`src/rtl/inst_fetch_buffer.sv`:
```
// Fetch buffer: issues word fetches and realigns RVC/32-bit instructions into a DEPTH-entry queue.
// FETCH_RVC_EN enables compressed realignment; without it every word is one 32-bit instruction.
module inst_fetch_buffer #(
   parameter int unsigned     XLEN     = 64,
   parameter int unsigned     DEPTH    = 4,
   parameter logic [XLEN-1:0] RESET_PC = 64'h1000
) (
   input  logic            clk,
   input  logic            rst_n,
   output logic            fetch_req,
   output logic [XLEN-1:0] fetch_addr,
   input  logic            fetch_valid,
   input  logic [31:0]     fetch_data,
   output logic            inst_valid,
   input  logic            inst_ready,
   output logic [31:0]     inst,
   output logic            inst_comp,
   output logic [XLEN-1:0] inst_pc,
   input  logic            redirect,
   input  logic [XLEN-1:0] redirect_pc
);
   localparam int unsigned PTR_W = $clog2(DEPTH);
   localparam int unsigned CNT_W = $clog2(DEPTH + 1);
`ifdef FETCH_RVC_EN
   localparam int unsigned MIN_FREE = 2;
`else
   localparam int unsigned MIN_FREE = 1;
`endif

   typedef enum logic [1:0] {IDLE, WAIT, DROP} state_t;
   typedef struct packed {
      logic [31:0]     inst;
      logic [XLEN-1:0] pc;
   } entry_t;

   state_t           state_q, state_d;
   logic             fetch_req_d;
   logic [XLEN-1:0]  fetch_addr_d;
   entry_t           mem_q [DEPTH];
   entry_t           mem_d [DEPTH];
   logic [PTR_W-1:0] rd_ptr_q, rd_ptr_d, wr_ptr_q, wr_ptr_d;
   logic [CNT_W-1:0] count_q, count_d, free;
   logic             inst_valid_d, inst_comp_d;
   logic [31:0]      inst_d;
   logic [XLEN-1:0]  inst_pc_d;
   entry_t           push0, push1, head;
   logic [1:0]       n_push;
   logic             pop, accept;

`ifdef FETCH_RVC_EN
   logic             so_q, so_d;
   logic [15:0]      hbuf_q, hbuf_d;
   logic [XLEN-1:0]  hbuf_pc_q, hbuf_pc_d;
   logic             hbuf_v_q, hbuf_v_d;
   logic             upper;
   logic             unused_redirect_lsb;
   assign unused_redirect_lsb = redirect_pc[0];
`else
   logic [1:0]       unused_redirect_lsb;
   assign unused_redirect_lsb = redirect_pc[1:0];
`endif

   // Next-state: FSM, word realignment, queue update and registered head outputs
   always_comb begin
      state_d      = state_q;
      fetch_req_d  = 1'b0;
      fetch_addr_d = fetch_addr_q_w();
      mem_d        = mem_q;
      rd_ptr_d     = rd_ptr_q;
      wr_ptr_d     = wr_ptr_q;
      count_d      = count_q;
      push0        = '0;
      push1        = '0;
      n_push       = 2'd0;
      pop          = inst_valid & inst_ready;
      accept       = (state_q == WAIT) && fetch_valid;
      free         = CNT_W'(DEPTH) - count_q;
`ifdef FETCH_RVC_EN
      so_d         = so_q;
      hbuf_d       = hbuf_q;
      hbuf_pc_d    = hbuf_pc_q;
      hbuf_v_d     = hbuf_v_q;
      upper        = 1'b1;
`endif

      if (accept && !redirect) begin
`ifdef FETCH_RVC_EN
         if (hbuf_v_q) begin
            push0  = '{inst: {fetch_data[15:0], hbuf_q}, pc: hbuf_pc_q};
            n_push = 2'd1;
         end else if (!so_q) begin
            if (fetch_data[1:0] != 2'b11) begin
               push0 = '{inst: {16'h0000, fetch_data[15:0]}, pc: fetch_addr};
            end else begin
               push0 = '{inst: fetch_data, pc: fetch_addr};
               upper = 1'b0;
            end
            n_push = 2'd1;
         end
         hbuf_v_d = 1'b0;
         if (upper) begin
            if (fetch_data[17:16] != 2'b11) begin
               if (n_push == 2'd0) push0 = '{inst: {16'h0000, fetch_data[31:16]}, pc: fetch_addr + XLEN'(2)};
               else                push1 = '{inst: {16'h0000, fetch_data[31:16]}, pc: fetch_addr + XLEN'(2)};
               n_push = n_push + 2'd1;
            end else begin
               hbuf_d    = fetch_data[31:16];
               hbuf_pc_d = fetch_addr + XLEN'(2);
               hbuf_v_d  = 1'b1;
            end
         end
         so_d = 1'b0;
`else
         push0  = '{inst: fetch_data, pc: fetch_addr};
         n_push = 2'd1;
`endif
         fetch_addr_d = fetch_addr + XLEN'(4);
      end

      case (state_q)
         IDLE:    if (!redirect && free >= CNT_W'(MIN_FREE)) begin
                     state_d     = WAIT;
                     fetch_req_d = 1'b1;
                  end
         WAIT:    if (fetch_valid) state_d = IDLE;
                  else if (redirect) state_d = DROP;
         DROP:    if (fetch_valid) state_d = IDLE;
         default: state_d = IDLE;
      endcase

      if (redirect) begin
         rd_ptr_d     = '0;
         wr_ptr_d     = '0;
         count_d      = '0;
         fetch_addr_d = {redirect_pc[XLEN-1:2], 2'b00};
`ifdef FETCH_RVC_EN
         hbuf_v_d     = 1'b0;
         so_d         = redirect_pc[1];
`endif
      end else begin
         if (n_push != 2'd0) mem_d[wr_ptr_q] = push0;
         if (n_push == 2'd2) mem_d[wr_ptr_q + PTR_W'(1)] = push1;
         wr_ptr_d = wr_ptr_q + PTR_W'(n_push);
         if (pop) rd_ptr_d = rd_ptr_q + PTR_W'(1);
         count_d = count_q + CNT_W'(n_push) - CNT_W'(pop);
      end

      head         = mem_d[rd_ptr_d];
      inst_valid_d = (count_d != '0);
      inst_d       = inst_valid_d ? head.inst : 32'h0;
      inst_pc_d    = inst_valid_d ? head.pc : '0;
`ifdef FETCH_RVC_EN
      inst_comp_d  = inst_valid_d && (head.inst[1:0] != 2'b11);
`else
      inst_comp_d  = 1'b0;
`endif
   end

   function automatic logic [XLEN-1:0] fetch_addr_q_w();
      return fetch_addr;
   endfunction

   always_ff @(posedge clk or negedge rst_n) begin
      if (!rst_n) begin
         state_q    <= IDLE;
         fetch_req  <= 1'b0;
         fetch_addr <= {RESET_PC[XLEN-1:2], 2'b00};
         rd_ptr_q   <= '0;
         wr_ptr_q   <= '0;
         count_q    <= '0;
         inst_valid <= 1'b0;
         inst       <= 32'h0;
         inst_comp  <= 1'b0;
         inst_pc    <= '0;
`ifdef FETCH_RVC_EN
         so_q       <= RESET_PC[1];
         hbuf_q     <= 16'h0;
         hbuf_pc_q  <= '0;
         hbuf_v_q   <= 1'b0;
`endif
      end else begin
         state_q    <= state_d;
         fetch_req  <= fetch_req_d;
         fetch_addr <= fetch_addr_d;
         rd_ptr_q   <= rd_ptr_d;
         wr_ptr_q   <= wr_ptr_d;
         count_q    <= count_d;
         inst_valid <= inst_valid_d;
         inst       <= inst_d;
         inst_comp  <= inst_comp_d;
         inst_pc    <= inst_pc_d;
`ifdef FETCH_RVC_EN
         so_q       <= so_d;
         hbuf_q     <= hbuf_d;
         hbuf_pc_q  <= hbuf_pc_d;
         hbuf_v_q   <= hbuf_v_d;
`endif
      end
   end

   // Queue storage is datapath only; validity comes from count_q
   always_ff @(posedge clk) begin
      mem_q <= mem_d;
   end

endmodule

```
`config.mk`:
```
export PLATFORM = sky130hd
export DESIGN_NAME = inst_fetch_buffer
export DESIGN_NICKNAME = d
export VERILOG_FILES = /design/src/rtl/inst_fetch_buffer.sv
export SDC_FILE = /design/constraint.sdc
export NUM_CORES = 1
export LEC_CHECK = 0
export CAP_MARGIN = 20
export CORE_MARGIN = 5
export CORE_UTILIZATION = 53
export DETAILED_ROUTE_END_ITERATION = 12
export PLACE_DENSITY_LB_ADDON = 0.1
export SYNTH_ARGS = -nofsm -noshare
export SYNTH_HDL_FRONTEND = slang
export SYNTH_SLANG_ARGS = --single-unit
```
`constraint.sdc`:
```
create_clock -name clk -period 4.47 [get_ports clk]
set_clock_uncertainty 0.05 [all_clocks]
set_input_delay 0.894 -clock clk [delete_from_list [all_inputs] [get_ports clk]]
set_output_delay 0.894 -clock clk [all_outputs]
set_load 0.005 [all_outputs]
```
=== Word level (Yosys, flattened, before mapping) ===
Cells that the tools add are included.

* Add/sub/neg operators: 7
* Order comparisons: 6
* Equal/unequal tests: 6
* Mux-type cells: 29
* Bitwise logic cells: 6
* Reductions and logical operators: 11

{| class="wikitable"
|+ Operator list
! kind !! count
|-
| 2-to-1 mux 384 bit || 4
|-
| 2-to-1 mux 96 bit || 5
|-
| bitwise AND 384 bit || 1
|-
| bitwise mux 384 bit || 1
|-
| demux 96 bit (select 2 bit) || 2
|-
| NOT 384 bit || 1
|-
| binary-select mux 96 bit (select 2 bit) || 1
|-
| 2-to-1 mux 64 bit || 3
|-
| adder 64 x 3 -> 64 bit (second input constant) || 1
|-
| 2-to-1 mux 32 bit || 1
|-
| 2-to-1 mux 2 bit || 7
|-
| >= comparator 3 bit (second input constant) || 3
|-
| NOT 2 -> 3 bit || 3
|-
| < comparator 3 x 1 -> 1 bit (second input constant) || 2
|-
| case mux 2 bit (3 select lines) || 1
|-
| logical AND 1 bit || 5
|-
| adder 2 x 1 -> 2 bit (second input constant) || 2
|-
| equality test 2 bit (second input constant) || 2
|-
| inequality test 2 bit (second input constant) || 2
|-
| nonzero test 2 bit || 2
|-
| adder 3 x 2 -> 3 bit || 1
|-
| >= comparator 3 x 1 -> 1 bit (second input constant) || 1
|-
| 2-to-1 mux 1 bit || 3
|-
| 2-to-1 mux 3 bit || 1
|-
| other kinds (10) || 10
|}

* Register bits: 555
* Logic and storage cells: 82

=== Logic depth before layout (Yosys ltp) ===
Gate-level depths: netlist (run 1).

* Depth in word-level cells: 15
* Gate-level depth with buffers: 15
* Depth with buffers taken out: 12

=== Worst setup path before layout (run 1) ===
Ideal clock, no wire load.

* Path type: input to register
* From: input port redirect
* To: register inst_pc[10]
* Library setup time: 0.067 ns
* Arrival time: 3.703 ns
* Data required time: 4.353 ns
* Slack: 0.649 ns
* Cell stages on the path: 15
* Path buffers: 3
* Cell sequence: and4bb_1 buf_4 inv_2 ha_1 inv_1 ha_1 inv_1 fa_1 xor2_1 xnor2_1 a31o_2 nor3_1 clkbuf_1 buf_1 a32o_1

* Longest elaborated chain between the ends: 13

{| class="wikitable"
|+ RTL lines
! element !! RTL line !! text
|-
| from (decl) || 19 || <nowiki>input logic redirect,</nowiki>
|-
| logical NOT 1 bit || 86 || <nowiki>if (accept && !redirect) begin</nowiki>
|-
| logical AND 1 bit || 86 ||
|-
| 2-to-1 mux 96 bit or 2-to-1 mux 1 bit (tied branches) || 86 ||
|-
| bitwise mux 384 bit or nonzero test 2 bit (tied branches) || 141 || <nowiki>if (n_push != 2'd0) mem_d[wr_ptr_q] = push0;</nowiki>
|-
| 2-to-1 mux 384 bit || 141 ||
|-
| 2-to-1 mux 384 bit || 131 || <nowiki>if (redirect) begin</nowiki>
|-
| bitwise AND 384 bit (no line) || - ||
|-
| 2-to-1 mux 384 bit || 142 || <nowiki>if (n_push == 2'd2) mem_d[wr_ptr_q + PTR_W'(1)] = push1;</nowiki>
|-
| 2-to-1 mux 384 bit || 131 ||
|-
| binary-select mux 96 bit (select 2 bit) || 148 || <nowiki>head = mem_d[rd_ptr_d];</nowiki>
|-
| 2-to-1 mux 96 bit (not written as such) (2 in series) || 148 ||
|-
| 2-to-1 mux 64 bit * || 151 || <nowiki>inst_pc_d = inst_valid_d ? head.pc : '0;</nowiki>
|-
| net inst_pc_d[10] || 45 || <nowiki>logic [XLEN-1:0] inst_pc_d;</nowiki>
|-
| to (signal assigned) || 191 || <nowiki>inst_pc <= inst_pc_d;</nowiki>
|-
| to (decl) || 18 || <nowiki>output logic [XLEN-1:0] inst_pc,</nowiki>
|}

The timed path passes the listed nets; every way through them passes the cells marked *. The select of a mux whose other input is x is not followed.
A chain may end at the register's enable or synchronous reset.

=== Worst setup path after layout (run 1) ===
* From: input port fetch_valid
* To: register inst_pc[23]

* Longest elaborated chain between the ends: 13

{| class="wikitable"
|+ RTL lines
! element !! RTL line !! text
|-
| from (decl) || 12 || <nowiki>input logic fetch_valid,</nowiki>
|-
| logical AND 1 bit * || 76 || <nowiki>accept = (state_q == WAIT) && fetch_valid;</nowiki>
|-
| logical AND 1 bit * || 86 ||
|-
| 2-to-1 mux 96 bit or 2-to-1 mux 1 bit (tied branches) || 86 ||
|-
| bitwise mux 384 bit or nonzero test 2 bit (tied branches) || 141 ||
|-
| 2-to-1 mux 384 bit || 141 ||
|-
| 2-to-1 mux 384 bit || 131 ||
|-
| bitwise AND 384 bit (no line) || - ||
|-
| 2-to-1 mux 384 bit || 142 ||
|-
| 2-to-1 mux 384 bit || 131 ||
|-
| binary-select mux 96 bit (select 2 bit) || 148 ||
|-
| 2-to-1 mux 96 bit (not written as such) (2 in series) || 148 ||
|-
| 2-to-1 mux 64 bit * || 151 ||
|-
| net inst_pc_d[23] || 45 ||
|}

Marks and branches as above.

==> results of run 1 <==
area by class of cell:
cell class,count,area [um2]
fill,3374,15100
sequential,553,11900
multi-input combinational,1179,10400
timing repair buffer,298,3050
clock buffer,88,1640
tap,585,732
clock inverter,13,146
inverter,22,85.1
antenna,1,2.50
worst register-to-register path, stage by stage, from the launching register on:
cell and delay (ns):
dfrtp_1 0.42, and4bb_1 0.44, inv_2 0.07, ha_1 0.29, inv_1 0.05, ha_1 0.13, inv_1 0.05, fa_1 0.37
xor2_1 0.16, xnor2_1 0.15, a31o_2 0.31, nor3_2 0.17, buf_4 0.21, buf_12 0.20, a32o_1 0.21
routing by layer:
metal	up-vias	track usage [%]	routed length (um)
met4	4	7.35	1550
met5	-	0	16
met1	8022	33.1	26000
met3	99	4.41	3320
li1	7366	-	-
met2	402	41.4	28900
layout by cell type (no fill, tap or decap), drive strengths merged, types with 3 or more instances in the layout:
cell type,n
mux2,461
dfxtp,384
clkdlybuf4s50,256
dfrtp,168
nand2,101
nand2b,95
o22a,94
a32o,94
clkbuf,89
o21ai,49
buf,41
nor4,37
xnor2,35
nand3,34
nor2,25
inv,23
mux2i,19
nor2b,17
nand4,14
and3,12
nor3,11
a22oi,10
clkinv,8
nor3b,7
xor2,6
ha,6
and4,5
o211ai,5
and2,4
a21oi,4
nand3b,3
a211oi,3
nor4b,3
a221o,3
conb,3
bufinv,3
per-stage QoR:
step / total power (W) / instances / hold slack (ns)
CTS: 0.0161 / 2738 / 0.384
detailed placement: 0.0115 / 2637 / 0.368
finish: 0.0159 / 2739 / 0.375
global placement: 0.0113 / 2637 / 0.359
floorplan: 0.00950 / 1932 / 0.350
global route: 0.0167 / 2739 / 0.402
report_power, final:
| part | internal [W] | total [W] | leakage [nW] | switching (W) |
|---|---|---|---|---|
| combinational | 0.00274 | 0.00444 | 5.28 | 0.00170 |
| clock | 0.00268 | 0.00457 | 0.877 | 0.00189 |
| sequential | 0.00622 | 0.00689 | 5.29 | 0.000673 |
| total | 0.0116 | 0.0159 | 11.4 | 0.00426 |
how the worst min path moves through the flow:
stage | from | end | slack, ns
after floorplan | mem_q[96]$_DFF_P_ | mem_q[96]$_DFF_P_ | 0.35
after global placement | mem_q[0]$_DFF_P_ | mem_q[0]$_DFF_P_ | 0.36
after detailed placement | mem_q[288]$_DFF_P_ | mem_q[288]$_DFF_P_ | 0.37
after CTS | mem_q[288]$_DFF_P_ | mem_q[288]$_DFF_P_ | 0.38
after global routing | mem_q[288]$_DFF_P_ | mem_q[288]$_DFF_P_ | 0.40
final | rst_n | inst[0]$_DFF_PN0_ | 0.38
cell usage after synthesis (20+ instances only):
| master | n |
|---|---|
| mux2_2 | 423 |
| dfxtp_1 | 384 |
| dfrtp_1 | 168 |
| clkbuf_1 | 128 |
| nand2_1 | 101 |
| nand2b_1 | 95 |
| a32o_1 | 94 |
| o22a_1 | 94 |
| o21ai_0 | 49 |
| mux2_4 | 38 |
| nor4_1 | 36 |
| xnor2_1 | 35 |
| nand3_1 | 33 |
| nor2_1 | 25 |
| buf_2 | 21 |
| inv_1 | 20 |
registers in the layout (all words and copies together) (netlist names):
| register | count |
|---|---|
| count_q | 3 |
| fetch_addr | 62 |
| fetch_req | 1 |
| inst | 32 |
| inst_pc | 64 |
| inst_valid | 1 |
| mem_q | 384 |
| rd_ptr_q | 2 |
| state_q | 2 |
| wr_ptr_q | 2 |
cell families (layout without fill, tap and decap cells):
kind of cell    Yosys count  after routing  synth area share (%)
flops                   553            553                  51.6
compound gates          269            269                  9.75
buf+inv                 200            421                  3.61
other cells               1              4                0.0162
fa+ha+maj                 7              7                 0.412
simple gates            377            377                  8.91
mux                     482            482                  24.1
xor+xnor                 41             41                  1.56
==> summary.md, run 1 <==
| Metric | Value |
|---|---|
| Status | `finished clean` |
| Fmax | `271 MHz` |
| Via count | `15,900` |
| P_leak | `11.4 nW` |
| Routed Antenna Nets | `0` |
| DIE WIDTH | `219 um` |
| Num ports | `264` |
| Yosys top cell area share | `33.3%` |
| First-pass GRT wire length | `93,800 um` |
| Normalized max-slew margin | `26.4%` |
| Final WL | `59,800 um` |
| RSZ-0062 raised after global routing | `false` |
| Setup TNS | `0 ns` |
| Max VDD drop | `0.000466 V` |
| Core Rows | `76` |
| DRC viols | `0` |
| Final worst setup slack | `0.775 ns` |
| Worst stage delay on the critical path | `0.53 ns` |
| Count of cell types in the netlist | `56` |
| Max-slew violations | `0` |
| Die ar. | `47,800 um2` |
| Largest net degree at the start of global routing | `101` |
| Pwr Density | `569 nW/um2` |
| Seq/Total Area, Yosys | `51.6%` |
| Crit start category | `input pin` |
| Clock transition at the registers of the reported paths | `0.06 ns` |
| Ys Warns | `0` |
| R2R Setup Slk | `1.11 ns` |
| TritonCTS Sinks | `553` |
| Crit. End Element | `flop` |
| Cell Chain, Critical Path | `clkdlybuf4s50_1, and4bb_1, inv_2, ha_1, inv_1, ha_1, inv_1, fa_1, xor2_1, xnor2_1, a31o_2, nor3_2, buf_4, buf_12, a32o_1` |
| Post-synthesis average cell area | `12.0 um2` |
| Worst reg-to-reg path cell count | `14` |
| Finished Core Util | `65.0%` |
| Resized Gates After CTS | `0` |
| Cells after Synth | `1,930` |
| GR Util All Layers | `24.7%` |
| Ys flop type | `dfxtp_1` |
| Setup violators final | `0` |
| Hold Path Class | `in -> async` |
| Global route overflow | `0` |
| Worst Setup SP | `fetch_valid` |
| Initial core utilization | `53.6%` |
| CP max FO | `23` |
| Worst path required time | `4.95 ns` |
| Hold_buf cts | `0` |
| DP Area | `26,200 um2` |
| Worst Tran Pin Value | `1.10 ns` |
| Worst r2r dst | `inst_pc[23]$_DFF_PN0_` |
| Seq cells post-synth | `553` |
| CTS tree | `yes` |
| Max clock buf depth | `3` |
| Asr flop ratio synth | `30.6%` |
| CTS buffer count | `57` |
| Mapped cell area | `23,100 um2` |
| Final Net Count | `2,219` |
| Number of synthesized flops with an enable pin | `0` |
| Hold Violations, Final | `0` |
| Die height | `219 um` |
| Clk Latency, worst-skew pair | `0.60 ns` |
| Vias in the first global route | `16,400` |
| Placer Congestion | `0.794` |
| CTS Root Cell | `clkbuf_16` |
| IO Port Bufs | `258` |
| Detail Placement HPWL | `36,400 um` |
| Drt first pass iters | `5` |
| Synth top area cells | `dfxtp_1 (33%), mux2_2 (21%), dfrtp_1 (18%)` |
| H-tree Lvls | `2` |
| Critical Path AT | `4.17 ns` |
| Via density | `5.80` |
| Antenna violations before repair | `3` |
| Max cap viols | `0` |
| DRT iter0 DRCs | `845` |
| Area Overhead vs Synth | `21.2%` |
| Wire length per cell | `21.8 um` |
| Top delay family on crit path | `buffers and inverters` |
| Cell taking the most area after synthesis | `dfxtp_1` |
| CORE AREA | `43,100 um2` |
| Worst Setup EP | `inst_pc[23]$_DFF_PN0_` |
| Setup CP Type | `in -> reg` |
| Post-route design area | `28,000 um2` |
| Part of the cycle the worst path needs | `82.7%` |
| Worst R2R Start | `state_q[1]$_DFFE_PN0P_` |
| Share of cells above drive strength 1 | `28.0%` |
| Crit path buf inv count | `6` |
| Critical path depth in cells | `15` |
| Critical-path top delay cell | `clkdlybuf4s50_1` |
| Minimum clock period | `3.69 ns` |
| Dpl ws | `0.180 ns` |
| Postcts setup bufs | `0` |
Note: power is estimated with default switching activity, not from simulation.
==> inputs of run 2 (changes only) <==
--- a/config.mk
+++ b/config.mk
@@ -7,7 +7,7 @@
 export LEC_CHECK = 0
 export CAP_MARGIN = 20
 export CORE_MARGIN = 5
-export CORE_UTILIZATION = 53
+export CORE_UTILIZATION = 51
 export DETAILED_ROUTE_END_ITERATION = 12
 export PLACE_DENSITY_LB_ADDON = 0.1
 export SYNTH_ARGS = -nofsm -noshare
==> constraint.sdc (replaced) <==
create_clock -name clk -period 3 [get_ports clk]
set_clock_uncertainty 0.05 [all_clocks]
set_input_delay 0.6 -clock clk [delete_from_list [all_inputs] [get_ports clk]]
set_output_delay 0.6 -clock clk [all_outputs]
set_load 0.005 [all_outputs]
==> run 2 against run 1 <==
  * The run now ends with setup timing left
  * Worst hold slack gained 0.0062 ns
  * Power grew 56%
  * Count of clock-buffer cells in the layout shrank 7
  * Largest cell class unchanged
  * Highest routed layer is now met4
==> summary.md, run 2 (synthesis gave the netlist of run 1 again) <==
| Metric | Value |
|---|---|
| Status | `complete, but fails checks` |
| Violated checks | `setup timing` |
| Critical Path AT | `3.49 ns` |
| GR Util All Layers | `24.1%` |
| RSZ-0062 raised after global routing | `true` |
| Post-route design area | `29,100 um2` |
| Via count | `16,200` |
| Placed insts | `2,715` |
| Tot Pwr | `0.0248 W` |
| Global route overflow | `0` |
| Largest net degree at the start of global routing | `84` |
| Antenna violations before repair | `1` |
| DIE WIDTH | `223 um` |
| Clk Latency, worst-skew pair | `0.60 ns` |
| Detail Placement HPWL | `39,600 um` |
| Max FFs per register | `384` |
| Max clock buf depth | `3` |
| CORE AREA | `45,100 um2` |
| Num ports | `264` |
| CTS tree | `yes` |
| Part of the cycle the worst path needs | `100%` |
| Crit. End Element | `flop` |
| Initial core utilization | `51.2%` |
| Max cap viols | `0` |
| Area Overhead vs Synth | `26.0%` |
| Share of cells above drive strength 1 | `31.3%` |
| Pwr Density | `852 nW/um2` |
| P_leak | `12.0 nW` |
| Hold Path Class | `reg -> reg` |
| Top reg by flops | `mem_q` |
| Die ar. | `49,600 um2` |
| Routed Antenna Nets | `0` |
| Core Rows | `78` |
| CP max FO | `7` |
| Most frequent cells in the layout | `mux2_2 (423), dfxtp_1 (384), clkdlybuf4s50_1 (255)` |
| Final Net Count | `2,290` |
| Max VDD drop | `0.000528 V` |
| Post-Layout Cell Count | `2,832` |
| Final WL | `61,700 um` |
| Drt first pass iters | `5` |
| DRT iter0 DRCs | `949` |
| Cell Chain, Critical Path | `and4bb_2, inv_4, ha_4, inv_2, ha_4, inv_2, fa_2, xor2_1, xnor2_1, a31o_2, nor3_4, buf_8, clkbuf_16, a32o_1` |
| Critical-path top delay cell | `dfrtp_1` |
| Clock transition at the registers of the reported paths | `0.06 ns` |
| Worst stage delay on the critical path | `0.38 ns` |
| Die height | `223 um` |
| CTS Root Cell | `clkbuf_16` |
| Worst path required time | `3.48 ns` |
| DP Area | `26,900 um2` |
| Setup violators final | `8` |
| Hold Violations, Final | `0` |
| DRC viols | `0` |
| IO Port Bufs | `258` |
| Largest registers | `mem_q (384), inst_pc (64), fetch_addr (62)` |
| CTS buffer count | `57` |
| WHS | `0.381 ns` |
| First-pass GRT wire length | `96,600 um` |
| TritonCTS Sinks | `553` |
| Fmax | `332 MHz` |
| Finished Core Util | `64.5%` |
| Worst Tran Pin Value | `0.789 ns` |
| Crit start category | `flop` |
| Placer Congestion | `0.776` |
| Max-slew violations | `0` |
| Via density | `5.72` |
| Wire length per cell | `21.8 um` |
| Commonest non-fill, non-tap cell in the layout | `mux2_2` |
| Vias in the first global route | `17,100` |
| H-tree Lvls | `2` |
| Minimum clock period | `3.01 ns` |
| Final worst setup slack | `-0.00780 ns` |
| Setup CP Type | `reg -> reg` |
| Normalized max-slew margin | `47.4%` |
run 2: cell types whose count changed in the layout (fill, tap and decap cells not counted), moves of 4 or more:
cell	delta
clkinv_2	+5
clkinvlp_4	+4
buf_4	+50
clkbuf_16	+10
buf_12	+15
clkbuf_1	-13
run 2: metal layers:
layer	up-vias	share of wire [%]	track usage, %
met4	0	3.1	8.04
met2	392	47	39.8
met1	8160	45	32.7
li1	7541	-	-
met3	106	4.2	3.45
met5	-	0	0
run 2: repair_timing:
item | in CTS | in global routing
pin swaps | 3 | 10
gates cloned | 1 | 3
hold buffers | 1 | 0
setup buffers | 1 | 2
gates resized for setup | 4 | 1
setup endpoints to repair | 94 | 94
endpoints found under the hold margin | 16 | 0
run 2: critical path: cells and delay by family, from the launching register on:
kind | cells | cell delay [ns]
DFF | 1 | 0.38
and+or+nand+nor | 2 | 0.57
adders and majority gates | 3 | 0.65
xor gates and xnor gates | 2 | 0.30
AOI/OAI and AO/OA | 2 | 0.40
buffers and inverters | 5 | 0.54
run 2: report_power, final:
group / leakage [nW] / total (W) / switching, W / internal [W]
clock: 1.00 / 0.00749 / 0.00297 / 0.00452
combinational: 5.72 / 0.00707 / 0.00274 / 0.00433
sequential: 5.29 / 0.0102 / 0.000947 / 0.00927
total: 12.0 / 0.0248 / 0.00666 / 0.0181
run 2: layout make-up:
cell class,instances,area (um2)
diodes,1,2.50
clock buffers,81,1760
clock inverters,27,285
fillers,3512,16000
inverters,22,87.6
multi-input cells,1179,10400
flip-flops and latches,553,11900
well taps,600,751
repair buffers,369,3850
run 2: path summary, 6_finish.rpt:
check | from | to | slack (ns) | cells past startpoint
min in group asynchronous | rst_n | inst[18]$_DFF_PN0_ | 0.53 | 2
worst min register to register | mem_q[288]$_DFF_P_ | mem_q[288]$_DFF_P_ | 0.38 | 2
worst min-delay path | mem_q[288]$_DFF_P_ | mem_q[288]$_DFF_P_ | 0.38 | 2
worst max register to register | state_q[1]$_DFFE_PN0P_ | inst[29]$_DFF_PN0_ | -0.008 | 14
max in group asynchronous | rst_n | fetch_addr[12]$_DFFE_PN1N_ | 1.56 | 3
worst max-delay path | state_q[1]$_DFFE_PN0P_ | inst[29]$_DFF_PN0_ | -0.008 | 14
run 2: through the flow:
step | setup WS, ns | TNS (ns)
3_3_place_gp | -0.760 | -69.88
6_report | -0.00780 | -0.0331
4_1_cts | -0.00874 | -0.0180
5_1_grt | -0.0966 | -5.30
2_1_floorplan | -0.145 | -7.42
3_5_place_dp | -0.829 | -74.72
